[config.mk]
export PLATFORM = sky130hd
export DESIGN_NAME = adder_arbiter
export DESIGN_NICKNAME = d
export VERILOG_FILES = /design/src/rtl/adder_arbiter.sv
export SDC_FILE = /design/constraint.sdc
export NUM_CORES = 1
export LEC_CHECK = 0
export ABC_AREA = 1
export BUFFER_PORTS_ARGS = -buffer_cell sky130_fd_sc_hd__buf_2
export CAP_MARGIN = 10
export CORE_MARGIN = 1
export CORE_UTILIZATION = 49
export CTS_BUF_LIST = sky130_fd_sc_hd__clkbuf_8
export DETAILED_ROUTE_END_ITERATION = 8
export PLACE_DENSITY_LB_ADDON = 0.05
export SLEW_MARGIN = 0
export SYNTH_ARGS = -nofsm -noshare
export SYNTH_HDL_FRONTEND = slang
export SYNTH_SLANG_ARGS = --single-unit
[constraint.sdc]
create_clock -name clk -period 1.67 [get_ports clk]
set_clock_uncertainty 0.15 [all_clocks]
set_input_delay 0 -clock clk [delete_from_list [all_inputs] [get_ports clk]]
set_output_delay 0 -clock clk [all_outputs]
set_load 0.05 [all_outputs]
[src/rtl/adder_arbiter.sv]
// Two-requester round-robin front end for one shared IEEE-754 adder.
// Ports: req*/res* requester handshakes, add_* adder handshakes, busy/grant status.
module adder_arbiter #(
  parameter int WIDTH = 32
) (
  input  logic             clk,
  input  logic             rst,
  input  logic [WIDTH-1:0] req0_a,
  input  logic [WIDTH-1:0] req0_b,
  input  logic             req0_stb,
  output logic             req0_ack,
  input  logic [WIDTH-1:0] req1_a,
  input  logic [WIDTH-1:0] req1_b,
  input  logic             req1_stb,
  output logic             req1_ack,
  output logic [WIDTH-1:0] res0_z,
  output logic             res0_stb,
  input  logic             res0_ack,
  output logic [WIDTH-1:0] res1_z,
  output logic             res1_stb,
  input  logic             res1_ack,
  output logic [WIDTH-1:0] add_a,
  output logic             add_a_stb,
  input  logic             add_a_ack,
  output logic [WIDTH-1:0] add_b,
  output logic             add_b_stb,
  input  logic             add_b_ack,
  input  logic [WIDTH-1:0] add_z,
  input  logic             add_z_stb,
  output logic             add_z_ack,
  output logic             busy,
  output logic             grant
);

  typedef enum logic [2:0] {
    IDLE,
    ACCEPT,
    SEND_A,
    SEND_B,
    WAIT_Z,
    RETURN
  } state_e;

  state_e           state_q, state_d;
  logic             prio_q, prio_d;
  logic             grant_q, grant_d;
  logic [1:0]       ack_q, ack_d;
  logic [1:0]       rstb_q, rstb_d;
  logic [WIDTH-1:0] res0_q, res0_d;
  logic [WIDTH-1:0] res1_q, res1_d;
  logic [WIDTH-1:0] opa_q, opa_d;
  logic [WIDTH-1:0] opb_q, opb_d;
  logic [WIDTH-1:0] addb_q, addb_d;
  logic             astb_q, astb_d;
  logic             bstb_q, bstb_d;
  logic             zack_q, zack_d;

  logic             winner;
  logic             stb_g;
  logic             rack_g;
  logic [WIDTH-1:0] a_g;
  logic [WIDTH-1:0] b_g;

  // Sole requester wins; on a tie the prio holder wins.
  assign winner = (req0_stb & req1_stb) ? prio_q : req1_stb;

  assign stb_g  = grant_q ? req1_stb : req0_stb;
  assign rack_g = grant_q ? res1_ack : res0_ack;
  assign a_g    = grant_q ? req1_a   : req0_a;
  assign b_g    = grant_q ? req1_b   : req0_b;

  always_comb begin
    state_d = state_q;
    prio_d  = prio_q;
    grant_d = grant_q;
    ack_d   = ack_q;
    rstb_d  = rstb_q;
    res0_d  = res0_q;
    res1_d  = res1_q;
    opa_d   = opa_q;
    opb_d   = opb_q;
    addb_d  = addb_q;
    astb_d  = astb_q;
    bstb_d  = bstb_q;
    zack_d  = zack_q;
    unique case (state_q)
      IDLE: begin
        if (req0_stb | req1_stb) begin
          grant_d        = winner;
          ack_d[winner]  = 1'b1;
          state_d        = ACCEPT;
        end
      end
      ACCEPT: begin
        // A dropped stb just leaves ack up.
        if (stb_g & ack_q[grant_q]) begin
          ack_d   = 2'b00;
          opa_d   = a_g;
          opb_d   = b_g;
          astb_d  = 1'b1;
          state_d = SEND_A;
        end
      end
      SEND_A: begin
        if (astb_q & add_a_ack) begin
          astb_d  = 1'b0;
          addb_d  = opb_q;
          bstb_d  = 1'b1;
          state_d = SEND_B;
        end
      end
      SEND_B: begin
        if (bstb_q & add_b_ack) begin
          bstb_d  = 1'b0;
          zack_d  = 1'b1;
          state_d = WAIT_Z;
        end
      end
      WAIT_Z: begin
        if (add_z_stb & zack_q) begin
          zack_d = 1'b0;
          if (grant_q) res1_d = add_z;
          else         res0_d = add_z;
          rstb_d[grant_q] = 1'b1;
          state_d = RETURN;
        end
      end
      RETURN: begin
        if (rstb_q[grant_q] & rack_g) begin
          rstb_d[grant_q] = 1'b0;
          prio_d  = ~grant_q;
          state_d = IDLE;
        end
      end
      default: state_d = IDLE;
    endcase
  end

  always_ff @(posedge clk) begin
    if (!rst) begin
      state_q <= IDLE;
      prio_q  <= 1'b0;
      grant_q <= 1'b0;
      ack_q   <= 2'b00;
      rstb_q  <= 2'b00;
      res0_q  <= '0;
      res1_q  <= '0;
      opa_q   <= '0;
      opb_q   <= '0;
      addb_q  <= '0;
      astb_q  <= 1'b0;
      bstb_q  <= 1'b0;
      zack_q  <= 1'b0;
    end else begin
      state_q <= state_d;
      prio_q  <= prio_d;
      grant_q <= grant_d;
      ack_q   <= ack_d;
      rstb_q  <= rstb_d;
      res0_q  <= res0_d;
      res1_q  <= res1_d;
      opa_q   <= opa_d;
      opb_q   <= opb_d;
      addb_q  <= addb_d;
      astb_q  <= astb_d;
      bstb_q  <= bstb_d;
      zack_q  <= zack_d;
    end
  end

  assign req0_ack  = ack_q[0];
  assign req1_ack  = ack_q[1];
  assign res0_stb  = rstb_q[0];
  assign res1_stb  = rstb_q[1];
  assign res0_z    = res0_q;
  assign res1_z    = res1_q;
  assign add_a     = opa_q;
  assign add_b     = addb_q;
  assign add_a_stb = astb_q;
  assign add_b_stb = bstb_q;
  assign add_z_ack = zack_q;
  assign busy      = (state_q != IDLE);
  assign grant     = grant_q;

endmodule

==> run summary <==
status: complete, no violations
initial DRC count: 660
syn_area_per_cell: 7.00 um^2
GPL Wtd Cong: 0.845
total congestion overflow: 0
placed instance count: 1444
share of the synthesized area in the top cell type: 48.8%
Hold Violations, Final: 0
startpoint types: register
period utilization: 93.3%
crit path max fanout: 50
synth cell count leaders: 286 x nand2_1, 203 x nor2_1, 172 x dfxtp_1, 88 x o21ai_0, 74 x a21oi_1
worst vdd ir: 0.710 mV
Syn Inst Count: 1008
Met2 Wirelength: 11.8 mm
Setup TNS: 0 ps
Routed Antenna Nets: 0
fin cells: 1652
DR top layer: met4
total track usage: 33.5%
area grow syn2layout: 54.5%
synthesis-stage register bit count: 172
Die X: 122 um
Clock Tree Buf Depth: 2
worst hold path class: input port to register
Multi-input gate area: 3180 um^2
Synth Cell Area: 7050 um^2
Synthesis Warnings: 0
number of synthesized flops with an enable pin: 0
area fraction in compound gates after synthesis: 12.6%
drt wl/cell: 15.5 um
most common cell in the netlist: nand2_1
Tot Pwr: 10.2 mW
Distinct cells, synth: 22
Clock Tree Root: clkbuf_8
# setup viols final: 0
Die Ht: 122 um
Clk pin slew, worst setup/hold paths: 100 ps
power per cell area: 934 nW/um^2
Via-to-Cell Ratio: 5.18
Crit Path Class: register to primary output
Peak Freq: 642 MHz
required time of the worst setup path: 1520 ps
worst-margin pin slew: 362 ps
layout cells sized above 1: 26.4%
placement-stage cell area: 8720 um^2
Crit path arrival time: 1410 ps
pre-CTS WS: 83.3 ps
WL met1: 10.1 mm
depth of the CTS H-tree: 4
Rows: 43
Synth Flop Type: dfxtp_1
multiplexer area fraction after synthesis: 0%
slew margin rel.: 75.9%
Synth area leader: dfxtp_1
clk sinks: 172
Synth async-reset ratio: 0%
largest family of logic cells by synthesized area: simple AND/OR/NAND/NOR gates
largest net degree at the start of global routing: 65
IO Pins: 306
leakage: 5.48 nW
post-route minimum period: 1560 ps
register area: 3450 um^2
Core ar.: 13900 um^2
TritonRoute pass-1 iters: 5
Finished Core Util: 78.2%
antenna violations before repair: 1
Skew-Pair Late Insertion Delay: 450 ps
crit path capture type: primary output
Synth Area in XOR/XNOR: 0%
Final Cell Area: 10900 um^2
area share of fa/ha/maj cells after synthesis: 0%
port bufs: 305
vias in the first global route: 8162
synth top area cells: dfxtp_1 49%, nand2_1 15%, nor2_1 11%, o21ai_0 6.2%, a21oi_1 5.3%
die area: 14900 um^2
DP Wirelength: 13.7 mm
first-pass GRT wire length: 39.1 mm
syn nets: 1177
RSZ-0062 raised after global routing: yes
WL met3: 2.34 mm
CTS tree: built
vias after detailed routing: 8554
post-synthesis simple-gate area fraction: 32.3%
final worst slack: 111 ps
layout net count: 1626
Min Hold Slack: 168 ps
TritonCTS Buffers: 17
final WL: 25.5 mm
final number of max-transition violations: 0
fill count: 1004
Max-Cap Viols: 0
sequential share of the synthesized area: 48.8%
DRC: 0
Starting Density: 50.6%
==> layout by cell type (no fill, tap or decap), types with 8 or more instances in the layout <==
cell / Yosys / layout
o21ai_0: 88 / 88
nand2_1: 286 / 286
inv_1: 10 / 11
nor2_1: 203 / 202
nand3_1: 67 / 67
dlygate4sd3_1: 0 / 169
buf_2: 33 / 304
o21ai_1: 13 / 13
dfxtp_1: 172 / 168
buf_12: 0 / 8
buf_4: 12 / 16
clkbuf_8: 0 / 18
a21oi_1: 74 / 74
==> flip-flops by register name, summed over array words and instances, names as in the netlist, named ones only <==
name       count
ack_q          2
grant          1
add_a_stb      1
res1_z        32
opb_q         32
res0_z        32
prio_q         1
add_b         32
add_a         32
add_b_stb      1
state_q        3
add_z_ack      1
==> worst paths after layout <==
path,startpoint,to,slack [ps],cells after the start
setup reg to reg,state_q[1],res0_z[0],140,9
hold reg to reg,add_a[7],add_a[7],310,2
setup / recovery,grant,grant,110,2
hold / removal,add_z[10],res1_z[10],170,4
==> layer usage <==
| metal | vias to the layer above | track usage, % |
|---|---|---|
| met2 | 488 | 54.4 |
| met3 | 116 | 9.78 |
| met1 | 3826 | 38.7 |
| li1 | 4124 | - |
| met5 | - | 0 |
| met4 | 0 | 20.4 |
==> worst max-delay path, cell delays in order, from the launching register on <==
cell	delay (ps)
dfxtp_4	400
buf_8	280
buf_4	260
==> power breakdown <==
part,internal [mW],switching (mW),leakage [nW]
clock,1.24,1.57,0.184
sequential,4.27,0.123,1.39
combinational,1.04,1.93,3.91
==> timing repair <==
item,CTS,global route
endpoints found under the hold margin,141,0
pin swaps,0,2
hold buffers,169,0
gates resized for setup,3,11
setup buffers,0,4
cloned,0,1
endpoints found under the setup margin,1,98
==> layout make-up <==
class | count | share of cell area [%]
repair buffers | 502 | 32.8
clock inverters | 14 | 1.23
diodes | 2 | 0.0459
multi-input cells | 745 | 29.2
well taps | 180 | 2.07
clock buffers | 18 | 2.27
inverters | 19 | 0.747
flip-flops and latches | 172 | 31.7
==> cell families after synthesis <==
group	after synthesis
simple gates	568
compound gates	177
flops	172
buf+inv	91
Note: power is estimated with default switching activity, not from simulation.
